`config.mk`:
```
export PLATFORM = sky130hd
export DESIGN_NAME = mem_port_arbiter
export DESIGN_NICKNAME = d
export VERILOG_FILES = /design/src/rtl/mem_port_arbiter_pkg.sv /design/src/rtl/mem_port_arbiter_rr_pick.sv /design/src/rtl/mem_port_arbiter.sv
export SDC_FILE = /design/constraint.sdc
export NUM_CORES = 1
export LEC_CHECK = 0
export ABC_AREA = 1
export BUFFER_PORTS_ARGS = -buffer_cell sky130_fd_sc_hd__buf_2
export CAP_MARGIN = 10
export CORE_AREA = 2 2 108 110
export DETAILED_ROUTE_END_ITERATION = 10
export DIE_AREA = 0 0 110 112
export MAX_ROUTING_LAYER = met4
export PLACE_DENSITY = 0.48
export RECOVER_POWER = 50
export REMOVE_ABC_BUFFERS = 1
export SYNTH_ARGS = -nofsm -noshare
export SYNTH_HDL_FRONTEND = slang
export SYNTH_SLANG_ARGS = --single-unit
```
`constraint.sdc`:
```
create_clock -name clk -period 3.4 [get_ports clk]
set_input_delay 0.34 -clock clk [delete_from_list [all_inputs] [get_ports clk]]
set_output_delay 0.34 -clock clk [all_outputs]
set_load 0.01 [all_outputs]
```
`src/rtl/mem_port_arbiter_pkg.sv`:
```
// Shared definitions for the memory subsystem port arbiter.
// Contents: arbiter FSM state encoding, master index constants and the
// default starvation limit for m0 while m1 holds a locked burst.
package mem_port_arbiter_pkg;

  // Arbiter FSM: IDLE after reset, OWNx after a plain grant to master x,
  // LOCK1 while m1 holds a locked burst.
  typedef enum logic [1:0] {
    ST_IDLE  = 2'd0,
    ST_OWN0  = 2'd1,
    ST_OWN1  = 2'd2,
    ST_LOCK1 = 2'd3
  } arb_state_e;

  // Master indices as stored in the last-winner register.
  localparam logic MASTER_M0 = 1'b0;
  localparam logic MASTER_M1 = 1'b1;

  // Default number of consecutive locked m1 grants tolerated while m0 waits.
  localparam int STARVE_MAX_DEFAULT = 8;

  // Next FSM state after a grant to m1, depending on whether it asked to lock.
  function automatic arb_state_e m1_win_state(input logic lock);
    arb_state_e st;
    if (lock) begin
      st = ST_LOCK1;
    end else begin
      st = ST_OWN1;
    end
    return st;
  endfunction

endpackage

```
`src/rtl/mem_port_arbiter_rr_pick.sv`:
```
// Two-way round-robin pick.
// Ports:
//   req0, req1   in  requests from m0 / m1
//   last         in  index of the master that won the previous accepted cycle
//   gnt0, gnt1   out one-hot (or zero) combinational pick
// With both requesting, the master that did not win last time is picked;
// a sole requester is always picked.
module mem_port_arbiter_rr_pick
  import mem_port_arbiter_pkg::*;
(
  input  logic req0,
  input  logic req1,
  input  logic last,
  output logic gnt0,
  output logic gnt1
);

  // Round-robin selection between the two requesters.
  always_comb begin
    gnt0 = 1'b0;
    gnt1 = 1'b0;
    if (req0 && req1) begin
      gnt0 = (last == MASTER_M1);
      gnt1 = (last == MASTER_M0);
    end else begin
      gnt0 = req0;
      gnt1 = req1;
    end
  end

endmodule

```
`src/rtl/mem_port_arbiter.sv`:
```
// Two-master arbiter in front of the memory_map CPU port.
// m0 is the CPU data port, m1 the DMA/scroll engine. Grants are
// combinational (access accepted when req and gnt are both high);
// read-valid strobes are registered one cycle after an accepted read,
// matching synchronous RAM latency.
// Ports:
//   clk, rst_n                      clock, async active-low reset
//   m0_* / m1_*                     per-master req, addr, wrdata, memop, we
//   m1_lock                         m1 asks to keep ownership (burst)
//   m0_gnt, m1_gnt                  combinational grants
//   m0_rvalid, m1_rvalid            registered read-data-valid strobes
//   rddata                          shared read data (mem_rddata passthrough)
//   mem_addr/wrdata/memop/we        muxed request toward memory
//   mem_rddata                      read data from memory
module mem_port_arbiter
  import mem_port_arbiter_pkg::*;
#(
  parameter int STARVE_MAX = STARVE_MAX_DEFAULT
) (
  input  logic        clk,
  input  logic        rst_n,
  input  logic        m0_req,
  input  logic        m1_req,
  input  logic [31:0] m0_addr,
  input  logic [31:0] m1_addr,
  input  logic [31:0] m0_wrdata,
  input  logic [31:0] m1_wrdata,
  input  logic [2:0]  m0_memop,
  input  logic [2:0]  m1_memop,
  input  logic        m0_we,
  input  logic        m1_we,
  input  logic        m1_lock,
  output logic        m0_gnt,
  output logic        m1_gnt,
  output logic        m0_rvalid,
  output logic        m1_rvalid,
  output logic [31:0] rddata,
  output logic [31:0] mem_addr,
  output logic [31:0] mem_wrdata,
  output logic [2:0]  mem_memop,
  output logic        mem_we,
  input  logic [31:0] mem_rddata
);

  localparam int CNT_W = $clog2(STARVE_MAX + 1);
  // The count is compared against STARVE_MAX-1 because the current locked
  // cycle is the one that brings the run of m1 grants to STARVE_MAX.
  localparam logic [CNT_W-1:0] CNT_LAST = CNT_W'(STARVE_MAX - 1);
  localparam logic [CNT_W-1:0] CNT_SAT  = CNT_W'(STARVE_MAX);
  localparam logic [CNT_W-1:0] CNT_ONE  = CNT_W'(1);
  localparam logic [CNT_W-1:0] CNT_ZERO = CNT_W'(0);

  arb_state_e       state_q, state_d;
  logic             last_q, last_d;
  logic [CNT_W-1:0] cnt_q, cnt_d;
  logic             m0_rvalid_q, m0_rvalid_d;
  logic             m1_rvalid_q, m1_rvalid_d;

  logic rr_gnt0_s, rr_gnt1_s;
  logic locked_s, starve_s;
  logic m0_gnt_s, m1_gnt_s;

  mem_port_arbiter_rr_pick u_rr_pick (
    .req0 (m0_req),
    .req1 (m1_req),
    .last (last_q),
    .gnt0 (rr_gnt0_s),
    .gnt1 (rr_gnt1_s)
  );

  // Grant decision: locked burst (with starvation relief) or round-robin.
  always_comb begin
    locked_s = (state_q == ST_LOCK1) && m1_req && m1_lock;
    starve_s = locked_s && m0_req && (cnt_q == CNT_LAST);
    m0_gnt_s = 1'b0;
    m1_gnt_s = 1'b0;
    if (!rst_n) begin
      m0_gnt_s = 1'b0;
      m1_gnt_s = 1'b0;
    end else if (locked_s) begin
      m0_gnt_s = starve_s;
      m1_gnt_s = !starve_s;
    end else begin
      m0_gnt_s = rr_gnt0_s;
      m1_gnt_s = rr_gnt1_s;
    end
  end

  // Next state, last winner, starvation count and read-valid strobes.
  // A starvation grant moves to OWN0; m1 re-enters LOCK1 on its next win.
  always_comb begin
    state_d = state_q;
    last_d  = last_q;
    cnt_d   = CNT_ZERO;
    if (m0_gnt_s) begin
      state_d = ST_OWN0;
      last_d  = MASTER_M0;
    end else if (m1_gnt_s) begin
      state_d = m1_win_state(m1_lock);
      last_d  = MASTER_M1;
    end else if (state_q == ST_LOCK1) begin
      state_d = ST_IDLE;
    end else begin
      state_d = state_q;
    end

    if (locked_s && m0_req && !starve_s) begin
      if (cnt_q == CNT_SAT) begin
        cnt_d = cnt_q;
      end else begin
        cnt_d = cnt_q + CNT_ONE;
      end
    end else begin
      cnt_d = CNT_ZERO;
    end

    m0_rvalid_d = m0_gnt_s && !m0_we;
    m1_rvalid_d = m1_gnt_s && !m1_we;
  end

  // State registers.
  always_ff @(posedge clk or negedge rst_n) begin
    if (!rst_n) begin
      state_q     <= ST_IDLE;
      last_q      <= MASTER_M1;
      cnt_q       <= CNT_ZERO;
      m0_rvalid_q <= 1'b0;
      m1_rvalid_q <= 1'b0;
    end else begin
      state_q     <= state_d;
      last_q      <= last_d;
      cnt_q       <= cnt_d;
      m0_rvalid_q <= m0_rvalid_d;
      m1_rvalid_q <= m1_rvalid_d;
    end
  end

  // Memory-side mux: m1 only when granted, otherwise m0 fields.
  always_comb begin
    if (m1_gnt_s) begin
      mem_addr   = m1_addr;
      mem_wrdata = m1_wrdata;
      mem_memop  = m1_memop;
    end else begin
      mem_addr   = m0_addr;
      mem_wrdata = m0_wrdata;
      mem_memop  = m0_memop;
    end
    mem_we = (m0_gnt_s && m0_we) || (m1_gnt_s && m1_we);
  end

  assign m0_gnt    = m0_gnt_s;
  assign m1_gnt    = m1_gnt_s;
  assign m0_rvalid = m0_rvalid_q;
  assign m1_rvalid = m1_rvalid_q;
  assign rddata    = mem_rddata;

endmodule

```
Word-level counts from Yosys, hierarchy flattened
Index checks and enable logic that the tools add are counted.
{"block": "word_totals", "ff_bits": 9, "in_bits": 173, "elab_cells": 44}
{"block": "classes", "addsub": 1, "n_eq_ne": 4, "muxes": 17, "n_bitwise": 1, "n_reduce_logical": 16}
{"operator": "32-bit two-way mux", "count": 2}
{"operator": "1-bit logical AND", "count": 10}
{"operator": "1-bit two-way mux", "count": 9}
{"operator": "4-bit two-way mux", "count": 2}
{"operator": "2-bit two-way mux", "count": 3}
{"operator": "4-bit by 1-bit adder with 4-bit output (second input constant)", "count": 1}
{"operator": "4-bit by 3-bit == test with 1-bit output (second input constant)", "count": 1}
{"operator": "4-bit == test (second input constant)", "count": 1}
{"operator": "1-bit logical NOT", "count": 3}
{"operator": "3-bit two-way mux", "count": 1}
{"operator": "3-bit nonzero test", "count": 1}
{"operator": "2-bit == test (second input constant)", "count": 1}
{"operator": "2-bit inequality test (second input constant)", "count": 1}
{"operator": "2-bit nonzero test", "count": 1}
{"operator": "1-bit logical OR", "count": 1}
{"operator": "1-bit inverter", "count": 1}

Depth between registers and ports, before layout
Gate-level depths: netlist of the first run.
{"block": "logic_depth", "word_depth": 10, "depth_mapped": 10, "mapped_depth_nobuf": 8}

Hierarchy
Synthesis of the first run repeated with hierarchy kept, for this count alone.
{"block": "unflattened", "cells_unflattened": 307, "hier_area_um2": 1627.8}
{"module": "mem_port_arbiter", "instances": 1, "cells_per_inst": 302, "area_per_inst_um2": 1606.5}
{"module": "mem_port_arbiter_rr_pick", "instances": 1, "cells_per_inst": 5, "area_per_inst_um2": 21.3}

Least setup slack after synthesis of the first run
OpenSTA, ideal clock, no wires.
{"block": "synth_timing", "path_type": "register -> output", "startpoint": "register cnt_q[0]", "endpoint": "output port mem_addr[10]", "arrival_time_ns": 1.338, "t_required_ns": 3.060, "setup_slack_ns": 1.722, "path_stages_with_launch": 11, "path_cell_list": "dfrtp_1 -> ha_1 -> nand2_1 -> nor2_1 -> nand3_1 -> nand3_2 -> inv_2 -> buf_6 -> buf_6 -> nand2_1 -> nand2_1"}
{"block": "synth_via", "elab_chain_cells": 6}
{"element": "start: declaration", "line_no": "mem_port_arbiter.sv:55", "rtl": "logic [CNT_W-1:0] cnt_q, cnt_d;"}
{"element": "start signal: assignment", "line_no": "mem_port_arbiter.sv:132", "rtl": "cnt_q <= cnt_d;"}
{"element": "4-bit by 3-bit == test with 1-bit output", "line_no": "mem_port_arbiter.sv:74", "rtl": "starve_s = locked_s && m0_req && (cnt_q == CNT_LAST);"}
{"element": "1-bit logical AND", "line_no": "mem_port_arbiter.sv:74"}
{"element": "1-bit logical NOT", "line_no": "mem_port_arbiter.sv:82", "rtl": "m1_gnt_s = !starve_s;"}
{"element": "1-bit two-way mux", "line_no": "mem_port_arbiter.sv:80", "rtl": "end else if (locked_s) begin"}
{"element": "1-bit two-way mux", "line_no": "mem_port_arbiter.sv:77", "rtl": "if (!rst_n) begin"}
{"element": "32-bit two-way mux", "line_no": "mem_port_arbiter.sv:140", "rtl": "if (m1_gnt_s) begin"}
{"element": "end: declaration", "line_no": "mem_port_arbiter.sv:38", "rtl": "output logic [31:0] mem_addr,"}
Every way passes these cells.

Worst setup path in the final report of the first run
{"block": "layout_timing", "startpoint": "input port rst_n", "endpoint": "output port mem_we"}
{"block": "layout_via", "elab_chain_cells": 3, "word_cells_on_any_way": 5}
{"element": "start: declaration", "line_no": "mem_port_arbiter.sv:21", "rtl": "input logic rst_n,"}
{"element": "1-bit two-way mux", "line_no": "mem_port_arbiter.sv:77"}
{"element": "1-bit logical AND", "line_no": "mem_port_arbiter.sv:149", "rtl": "mem_we = (m0_gnt_s && m0_we) || (m1_gnt_s && m1_we);"}
{"element": "1-bit logical OR *", "line_no": "mem_port_arbiter.sv:149"}
{"element": "end: declaration", "line_no": "mem_port_arbiter.sv:41", "rtl": "output logic mem_we,"}
Every way passes the cells marked *; elsewhere a longest branch is shown, timed or not.

==> results.sh, run 1 <==
export IMPL_status="completed"
export IMPL_syn_instance_count=313
export IMPL_cts_setup_buffers=0
export IMPL_crit_fanout=35
export IMPL_path_cells="dlygate4sd3_1, buf_2, nand3_1, inv_2, buf_12, nand2_1, nand2_1, buf_2"
export IMPL_stdcell_area_um2=2590
export IMPL_fin_nets=661
export IMPL_setup_viol=0
export IMPL_first_pass_iters=4
export IMPL_die_h_um=112
export IMPL_gp_congestion=0.921
export IMPL_cts_repair_resized=0
export IMPL_placed_area_um2=2520
export IMPL_wl_um=8550
export IMPL_grt_max_degree=74
export IMPL_hold_path_class="in2reg"
export IMPL_critical_path_required_ns=3.06
export IMPL_rsz0062_at_grt="false"
export IMPL_ctsHtreeMaxLevel=1
export IMPL_grt_pass1_wl_um=12200
export IMPL_hold_viol_final=0
export IMPL_ys_warn_count=0
export IMPL_layout_min_cycle_time_ns=2.70
export IMPL_start_util=0.143
export IMPL_synth_seq_cells=9
export IMPL_avgSynthCellArea_um2=5.11
export IMPL_seq_area_frac_synth=0.142
export IMPL_place_port_buffers=212
export IMPL_cts_tree="yes"
export IMPL_ys_top_cells_by_area="nand2_1, buf_4, dfrtp_1"
export IMPL_area_growth_pct=62.1
export IMPL_grt_usage=0.134
export IMPL_fillCellCount=1298
export IMPL_wl_per_cell_um=13.6
export IMPL_crit_path_end_kind="output port"
export IMPL_ant_nets=0
export IMPL_viasPerCell=3.87
export IMPL_antenna_found_initial=1
export IMPL_irDropWorstVdd_v=0.000261
export IMPL_path_clk_slew_ns=0.04
export IMPL_grt_ovfl_total=0
export IMPL_arrival_ns=2.36
export IMPL_ys_flop_type="dfrtp_1"
export IMPL_grt_pass1_vias=2255
export IMPL_clock_root_buffer="clkbuf_16"
export IMPL_crit_slowest_cell="dlygate4sd3_1"
export IMPL_criticalPathCategory="in2out"
export IMPL_placed_cells=623
export IMPL_drive_gt1_frac=0.433
export IMPL_clock_sinks=9
export IMPL_start_kind="primary input"
export IMPL_fmax_mhz=370
export IMPL_synth_largest_area_cell="nand2_1"
export IMPL_synth_async_reset_ratio=1.00
export IMPL_clk_latency_ns=0.24
export IMPL_relSlewSlack=0.530
export IMPL_place_hpwl_um=7480
export IMPL_drt_iter0_markers=79
export IMPL_vias=2437
export IMPL_fin_cells=629
export IMPL_tightest_slew_ns=0.705
export IMPL_power_density_nw_per_um2=271
export IMPL_ioPinCount=277
export IMPL_die_w_um=110
export IMPL_clock_path_buffers=2
export IMPL_hold_end="m0_rvalid"
export IMPL_reg2reg_from="cnt_q[1]"
export IMPL_maxCapViolations=0
export IMPL_ys_types=19
export IMPL_path_delay_family="buffers and inverters"
export IMPL_synth_top_cell_area_share=0.511
export IMPL_rows=39
export IMPL_coreArea_um2=11200
export IMPL_drc_errors=0
export IMPL_critPathMaxStageDelay_ns=0.52
export IMPL_synth_edf_count=0
export IMPL_worst_path_buf_inv=5
export IMPL_fin_worst_skew_ns=0.00337
export IMPL_cellLeakagePower_nw=1.73
export IMPL_final_core_utilization=0.232
export IMPL_hold_path_depth=2
export IMPL_finalCritPeriodShare=0.794
export IMPL_hold_start="m0_we"
export IMPL_synth_area_um2=1600
export IMPL_cts_inserted_buffers=3
export IMPL_rrSetupSlack_ns=1.57
export IMPL_die_area_um2=12300
export IMPL_fin_setup_tns_ns=0
export IMPL_reg2reg_to="state_q[1]"
export IMPL_reg2reg_depth=8
export IMPL_slew_viol_final=0
## synthesized netlist by cell type, types with 2 or more instances
master and count:
buf_6 2, nand3_1 7, ha_1 2, buf_4 40
xor2_1 2, nor2_1 7, nand4_1 3, buf_2 5
nand2_1 218, inv_1 10, dfrtp_1 8, o21ai_0 2
## flip-flops by register name, indices dropped and copies added, names as in the netlist
| name | flops |
|---|---|
| cnt_q | 4 |
| state_q | 2 |
| last_q | 1 |
| m0_rvalid | 1 |
| m1_rvalid | 1 |
## cells in the final DEF, fill, tap and decap left out
| cell type | n |
|---|---|
| dlygate4sd3_1 | 1 |
| xor2_1 | 2 |
| a21oi_1 | 1 |
| nand3_1 | 8 |
| nand4_1 | 3 |
| clkbuf_16 | 3 |
| buf_4 | 1 |
| dfstp_2 | 1 |
| inv_1 | 10 |
| diode_2 | 1 |
| clkinv_1 | 1 |
| dfrtp_1 | 8 |
| buf_12 | 1 |
| nor2_1 | 7 |
| buf_2 | 202 |
| nor4b_1 | 1 |
| clkbuf_1 | 11 |
| ha_1 | 2 |
| inv_2 | 1 |
| nand2_1 | 218 |
| o21ai_0 | 2 |
| nor2_2 | 1 |
## cells by family (layout without fill, tap and decap cells)
logic type               after synthesis  after routing  share of synthesized area
AO/OA/AOI/OAI                          3              3                    0.00938
XOR/XNOR                               2              2                     0.0109
adder cells (fa/ha/maj)                2              2                     0.0156
buffers and inverters                 59            231                      0.246
flip-flops                             9              9                      0.142
other                                  0              1                          0
AND/OR/NAND/NOR                      238            238                      0.577
## per-layer routing
metal,routed length (µm),part of all wire,global-route usage,vias up
met5,0,0,-,-
met4,44,0.0051,0.0186,0
met3,1440,0.17,0.0884,7
met2,3720,0.43,0.196,158
met1,3350,0.39,0.156,1022
li1,-,-,-,1250
## area by class of cell
| cell class | count | area, µm² | share of cell area |
|---|---|---|---|
| Multi-Input combinational cell | 245 | 976 | 0.376 |
| Inverter | 12 | 45.0 | 0.0174 |
| Clock buffer | 4 | 78.8 | 0.0304 |
| Sequential cell | 9 | 226 | 0.0873 |
| Tap cell | 143 | 179 | 0.0690 |
| Timing Repair Buffer | 215 | 1090 | 0.419 |
| Antenna cell | 1 | 2.50 | 0.000965 |
## worst reg2reg max path, stage by stage (launching register included)
cell,delay (ns)
dfrtp_1,0.38
ha_1,0.20
nand2_1,0.07
nor2_1,0.09
nand3_1,0.10
nand3_1,0.12
buf_4,0.54
nand4_1,0.18
nand2_1,0.09
## worst max path at each step
stage,start,endpoint,slack (ns),depth (start not counted)
3_5_place_dp,cnt_q[1],mem_addr[7],1.05,9
6_report,rst_n,mem_we,0.70,8
5_1_grt,rst_n,mem_addr[17],0.50,8
4_1_cts,rst_n,mem_we,0.70,8
3_3_place_gp,cnt_q[1],mem_addr[7],1.05,9
2_1_floorplan,cnt_q[0],mem_we,0.33,8
## through the flow
stage / setup WS, ns / hold WS [ns] / power [mW]
floorplan: 0.326 / 0.0444 / 0.295
global placement: 1.05 / 0.225 / 0.504
detailed placement: 1.05 / 0.230 / 0.506
CTS: 0.704 / 0.267 / 0.720
global route: 0.495 / 0.271 / 0.756
finish: 0.700 / 0.270 / 0.702
## timing repair
action                     in CTS  in global routing
hold endpoints to repair        8                  0
setup endpoints to repair       0                  0
hold buffers                    1                  0
## power by group
group	total, mW	leakage (nW)	internal, mW	switching [mW]
combinational	0.372	1.57	0.160	0.212
sequential	0.124	0.118	0.119	0.00521
clock	0.206	0.0382	0.157	0.0499
total	0.702	1.73	0.436	0.267
Note: power is estimated with default switching activity, not from simulation.
==> run 2: changes to the inputs <==
Settings changed: PLACE_DENSITY 0.48 to 0.5.
Clock period 3.4 ns to 2.2 ns, I/O delays scaled along.
==> results.sh, run 2 (synthesis gave the netlist of run 1 again) <==
export IMPL_crit_path_end_kind="output port"
export IMPL_hold_start="m0_we"
export IMPL_ctsHtreeMaxLevel=1
export IMPL_crit_fanout=18
export IMPL_combPwrFrac=0.555
export IMPL_layout_min_cycle_time_ns=2.11
export IMPL_p_sw_frac=0.380
export IMPL_hold_end="m0_rvalid"
export IMPL_finalPower_mw=1.16
export IMPL_stdcell_area_um2=2790
export IMPL_die_w_um=110
export IMPL_grt_pass1_wl_um=13000
export IMPL_coreArea_um2=11200
export IMPL_use_met3=0.0615
export IMPL_rows=39
export IMPL_p_seq_frac=0.165
export IMPL_hold_viol_final=0
export IMPL_gp_congestion=0.843
export IMPL_cellLeakagePower_nw=1.84
export IMPL_setup_worst_path_start="cnt_q[0]"
export IMPL_rrSetupSlack_ns=0.54
export IMPL_grt_util_met1=0.194
export IMPL_arrival_ns=1.89
export IMPL_grt_usage=0.145
export IMPL_grt_max_degree=38
export IMPL_p_switching_mw=0.442
export IMPL_fin_setup_tns_ns=0
export IMPL_clock_root_buffer="clkbuf_16"
export IMPL_fin_worst_skew_ns=0.00244
export IMPL_p_clk_frac=0.279
export IMPL_irDropWorstVdd_v=0.000318
export IMPL_ant_nets=0
export IMPL_post_place_ws_ns=0.249
export IMPL_start_util=0.143
export IMPL_layout_commonest_cell="nand2_1"
export IMPL_drive_gt1_frac=0.464
export IMPL_maxCapViolations=0
export IMPL_criticalPathCategory="reg2out"
export IMPL_clock_path_buffers=2
export IMPL_fillCellCount=1278
export IMPL_critical_path_required_ns=1.98
export IMPL_placed_area_um2=2550
export IMPL_hold_path_class="in2reg"
export IMPL_multi_input_area_um2=991
export IMPL_wl_per_cell_um=15.0
export IMPL_path_clk_slew_ns=0.04
export IMPL_power_density_nw_per_um2=418
export IMPL_relSlewSlack=0.838
export IMPL_place_port_buffers=212
export IMPL_antenna_found_initial=1
export IMPL_start_kind="flop"
export IMPL_fmax_mhz=473
export IMPL_die_h_um=112
export IMPL_die_area_um2=12300
export IMPL_top_regs="cnt_q (4), state_q (2)"
export IMPL_intPower_mw=0.722
export IMPL_fin_ws_ns=0.0872
export IMPL_cts_inserted_buffers=3
export IMPL_final_seq_area_um2=226
export IMPL_drc_errors=0
export IMPL_final_cell_mix="nand2_1, buf_2, inv_1"
export IMPL_area_growth_pct=74.1
export IMPL_clk_latency_ns=0.24
export IMPL_slew_viol_final=0
export IMPL_largest_register_ffs=4
export IMPL_setup_viol=0
export IMPL_place_hpwl_um=7700
export IMPL_grtUsageMet2=0.202
export IMPL_reg2reg_depth=9
export IMPL_vias=2513
export IMPL_reg2reg_to="state_q[1]"
export IMPL_tightest_slew_ns=0.239
export IMPL_first_pass_iters=4
export IMPL_hold_path_depth=2
export IMPL_status="completed"
export IMPL_reg2reg_from="cnt_q[0]"
export IMPL_fin_nets=667
export IMPL_clock_sinks=9
export IMPL_largest_register="cnt_q"
export IMPL_finalCritPeriodShare=0.960
export IMPL_rsz0062_at_grt="true"
export IMPL_cts_tree="yes"
export IMPL_wl_um=9560
export IMPL_grt_busiest_layer="met2"
export IMPL_ioPinCount=277
export IMPL_grt_ovfl_total=0
export IMPL_grt_pass1_vias=2365
export IMPL_drt_iter0_markers=149
export IMPL_viasPerCell=3.96
## run 2: changes by cell type in the layout (fill, tap and decap cells not counted), sizes merged
cell and delta:
buf +12, clkbuf -6
## run 2: layout make-up
cell class / count / share of cell area
antenna: 1 / 0.000898
multi-input combinational: 245 / 0.356
tap: 143 / 0.0642
sequential: 9 / 0.0813
inverter: 12 / 0.0189
timing repair buffer: 221 / 0.451
clock buffer: 4 / 0.0283
## run 2: worst max path at each step
stage | to | slack [ns] | depth (start not counted)
floorplan | mem_we | -0.75 | 8
global placement | mem_wrdata[24] | 0.31 | 9
detailed placement | mem_wrdata[24] | 0.25 | 9
CTS | mem_addr[5] | 0.02 | 8
global route | mem_addr[24] | -0.02 | 10
finish | mem_addr[3] | 0.09 | 10
## run 2: timing repair
item	4_1_cts	5_1_grt
hold buffers	1	0
buffers inserted	0	1
setup endpoints to repair	1	67
hold endpoints to repair	8	0
resized for setup	0	7
gates cloned	1	3
## run 2: power by group through the flow
stage	combinational, mW	sequential [mW]	clock [mW]
2_1_floorplan	0.263	0.193	0
6_report	0.646	0.192	0.325
3_3_place_gp	0.596	0.194	0
5_1_grt	0.715	0.195	0.339
4_1_cts	0.615	0.192	0.331
3_5_place_dp	0.597	0.194	0
## run 2: metrics by stage
step | hold WS, ns | std cells | util
2_1_floorplan | -0.0756 | 266 | -
3_3_place_gp | 0.110 | 624 | 0.228
3_5_place_dp | 0.116 | 624 | 0.228
4_1_cts | 0.150 | 630 | 0.239
5_1_grt | 0.158 | 635 | 0.249
6_report | 0.149 | 635 | 0.249
## run 2: worst max-delay path, cell delays in order (launching register included)
cell and delay [ns]:
dfrtp_1 0.39, ha_1 0.23, nand2_1 0.09, nor2_1 0.04, nand3_1 0.15, nand3_4 0.15, buf_12 0.17, clkbuf_16 0.17
nand2_1 0.06, nand2_1 0.05, buf_2 0.14
## run 2: metal layers
metal / vias up / share of wire / wire [µm]
met1: 1075 / 0.44 / 4220
met3: 10 / 0.11 / 1090
met4: 0 / 0.010 / 98
met5: - / 0 / 0
li1: 1268 / - / -
met2: 160 / 0.43 / 4140
==> run 3: changes to the inputs <==
Settings changed: ABC_AREA 1 to unset, BUFFER_PORTS_ARGS -buffer_cell sky130_fd_sc_hd__buf_2 to -buffer_cell sky130_fd_sc_hd__buf_4, CORE_AREA 2 2 108 110 to 2 2 107 109, DIE_AREA 0 0 110 112 to 0 0 109 111, PLACE_DENSITY 0.5 to 0.53.
==> results.sh, run 3 <==
export IMPL_criticalPathCategory="reg2out"
export IMPL_violations="negative setup slack"
export IMPL_stdcell_area_um2=3870
export IMPL_top_regs="cnt_q (4), state_q (2)"
export IMPL_placed_cells=475
export IMPL_reg2reg_depth=8
export IMPL_syn_instance_count=154
export IMPL_seq_area_frac_synth=0.121
export IMPL_irDropWorstVdd_v=0.000213
export IMPL_viasPerCell=3.98
export IMPL_cellLeakagePower_nw=1.99
export IMPL_die_area_um2=12100
export IMPL_final_cell_mix="buf_4, mux2_4, buf_6"
export IMPL_crit_slowest_cell="dfrtp_1"
export IMPL_critPathMaxStageDelay_ns=0.35
export IMPL_finalCritPeriodShare=1.05
export IMPL_grt_pass1_wl_um=11200
export IMPL_place_hpwl_um=6330
export IMPL_die_h_um=111
export IMPL_layout_min_cycle_time_ns=2.32
export IMPL_ctsHtreeMaxLevel=1
export IMPL_wl_um=8400
export IMPL_clock_path_buffers=2
export IMPL_fin_cells=495
export IMPL_cts_inserted_buffers=3
export IMPL_ys_warn_count=0
export IMPL_power_density_nw_per_um2=363
export IMPL_diodes=0
export IMPL_start_util=0.169
export IMPL_relSlewSlack=0.739
export IMPL_largest_register_ffs=4
export IMPL_worstSetupPathDepth=8
export IMPL_coreArea_um2=11100
export IMPL_slew_viol_final=0
export IMPL_ioPinCount=277
export IMPL_fin_nets=528
export IMPL_synth_area_um2=1880
export IMPL_maxCapViolations=0
export IMPL_synthTopCellsByCount="mux2_4, buf_4, dfrtp_1"
export IMPL_gp_congestion=0.815
export IMPL_rsz0062_at_grt="true"
export IMPL_cts_tree="yes"
export IMPL_ys_flop_type="dfrtp_1"
export IMPL_largest_register="cnt_q"
export IMPL_die_w_um=109
export IMPL_cp_common_cell="mux2_4"
export IMPL_setup_viol=68
export IMPL_wl_per_cell_um=17.0
export IMPL_hold_path_depth=2
export IMPL_synth_largest_area_cell="mux2_4"
export IMPL_ant_nets=0
export IMPL_antenna_found_initial=0
export IMPL_path_delay_family="multiplexers"
export IMPL_drc_errors=0
export IMPL_first_pass_iters=4
export IMPL_start_kind="flop"
export IMPL_arrival_ns=2.10
export IMPL_rows=39
export IMPL_crit_fanout=8
export IMPL_hold_path_class="in2reg"
export IMPL_layout_commonest_cell="buf_4"
export IMPL_fin_worst_skew_ns=0.00261
export IMPL_path_clk_slew_ns=0.04
export IMPL_avgSynthCellArea_um2=12.2
export IMPL_area_growth_pct=106
export IMPL_path_cells="ha_2, nand4b_1, mux2_4, and3_4, buf_12, clkbuf_16, mux2_4, buf_6"
export IMPL_fin_ws_ns=-0.116
export IMPL_ys_top_cells_by_area="mux2_4, buf_4, dfrtp_1"
export IMPL_placed_area_um2=3320
export IMPL_vias=1969
export IMPL_clock_root_buffer="clkbuf_16"
export IMPL_status="finished with violations"
export IMPL_worst_path_buf_inv=3
export IMPL_fillCellCount=1116
export IMPL_drive_gt1_frac=0.878
export IMPL_ys_types=29
export IMPL_hold_viol_final=0
export IMPL_grt_pass1_vias=1999
export IMPL_grt_ovfl_total=0
export IMPL_synth_async_reset_ratio=1.00
export IMPL_place_port_buffers=212
export IMPL_crit_path_end_kind="output port"
export IMPL_grt_max_degree=18
export IMPL_synth_seq_cells=9
export IMPL_critical_path_required_ns=1.98
export IMPL_drt_iter0_markers=47
export IMPL_synth_edf_count=0
export IMPL_synth_top_cell_area_share=0.520
export IMPL_clock_sinks=9
export IMPL_synth_most_common_cell="mux2_4"
export IMPL_clk_latency_ns=0.24
export IMPL_tightest_slew_ns=0.390
export IMPL_fmax_mhz=432
export IMPL_grt_usage=0.124
[run 3: cell count changes in the layout (fill, tap and decap cells not counted), sizes merged, moves of 2 or more]
cell / delta
o21ai: -2
inv: -7
nand2: -213
buf: +12
nor2: -5
nand4: -3
o21bai: +2
nor2b: +2
nand3b: +2
nand3: -6
mux2: +68
[run 3: layer usage]
metal / wire, µm / global-route usage / vias up
met5: 0 / - / -
met1: 3280 / 0.155 / 906
met4: 80 / 0.0231 / 0
li1: - / - / 909
met3: 988 / 0.0517 / 8
met2: 4040 / 0.190 / 146
[run 3: area by class of cell]
class,instances,area (µm²),share of cell area
inverters,4,15.0,0.00388
clock buffers,4,78.8,0.0204
well taps,143,179,0.0462
repair buffers,235,2130,0.550
multi-input cells,100,1240,0.321
flip-flops and latches,9,226,0.0585
[run 3: final timing paths]
check / startpoint / to / slack (ns)
min in group asynchronous: rst_n / last_q / 0.50
setup reg to reg: cnt_q[1] / state_q[0] / 0.25
hold reg to reg: last_q / last_q / 0.48
setup / recovery: cnt_q[1] / mem_wrdata[31] / -0.12
max in group asynchronous: rst_n / cnt_q[2] / 0.89
hold / removal: m0_we / m0_rvalid / 0.14
[run 3: cells by family after synthesis]
logic type               count (synthesis)  synth area share
AO/OA/AOI/OAI                            7            0.0287
XOR/XNOR                                 2           0.00934
AND/OR/NAND/NOR                         20            0.0620
adder cells (fa/ha/maj)                  2            0.0133
multiplexers                            69             0.543
buffers and inverters                   45             0.223
flip-flops                               9             0.121
[run 3: through the flow]
| step | setup TNS (ns) | util | power (mW) | hold slack [ns] | worst slack, ns |
|---|---|---|---|---|---|
| after floorplan | -11.06 | - | 0.531 | -0.0756 | -0.237 |
| after global placement | 0 | 0.300 | 0.935 | 0.0628 | 0.152 |
| after detailed placement | 0 | 0.300 | 0.943 | 0.0652 | 0.107 |
| after CTS | -7.98 | 0.318 | 1.32 | 0.138 | -0.143 |
| after global routing | -10.84 | 0.349 | 1.48 | 0.146 | -0.177 |
| final | -6.30 | 0.349 | 1.41 | 0.141 | -0.116 |
[run 3: repair_timing]
action / CTS / global route
pin swaps: 1 / 1
buffers inserted: 3 / 4
cloned: 2 / 5
hold endpoints to repair: 8 / 0
resized for setup: 3 / 52
hold buffers: 2 / 0
setup endpoints to repair: 67 / 68
[run 3: power breakdown]
group / total (mW) / internal, mW / switching, mW
clock network: 0.322 / 0.242 / 0.0794
registers: 0.192 / 0.184 / 0.00847
logic: 0.892 / 0.601 / 0.291
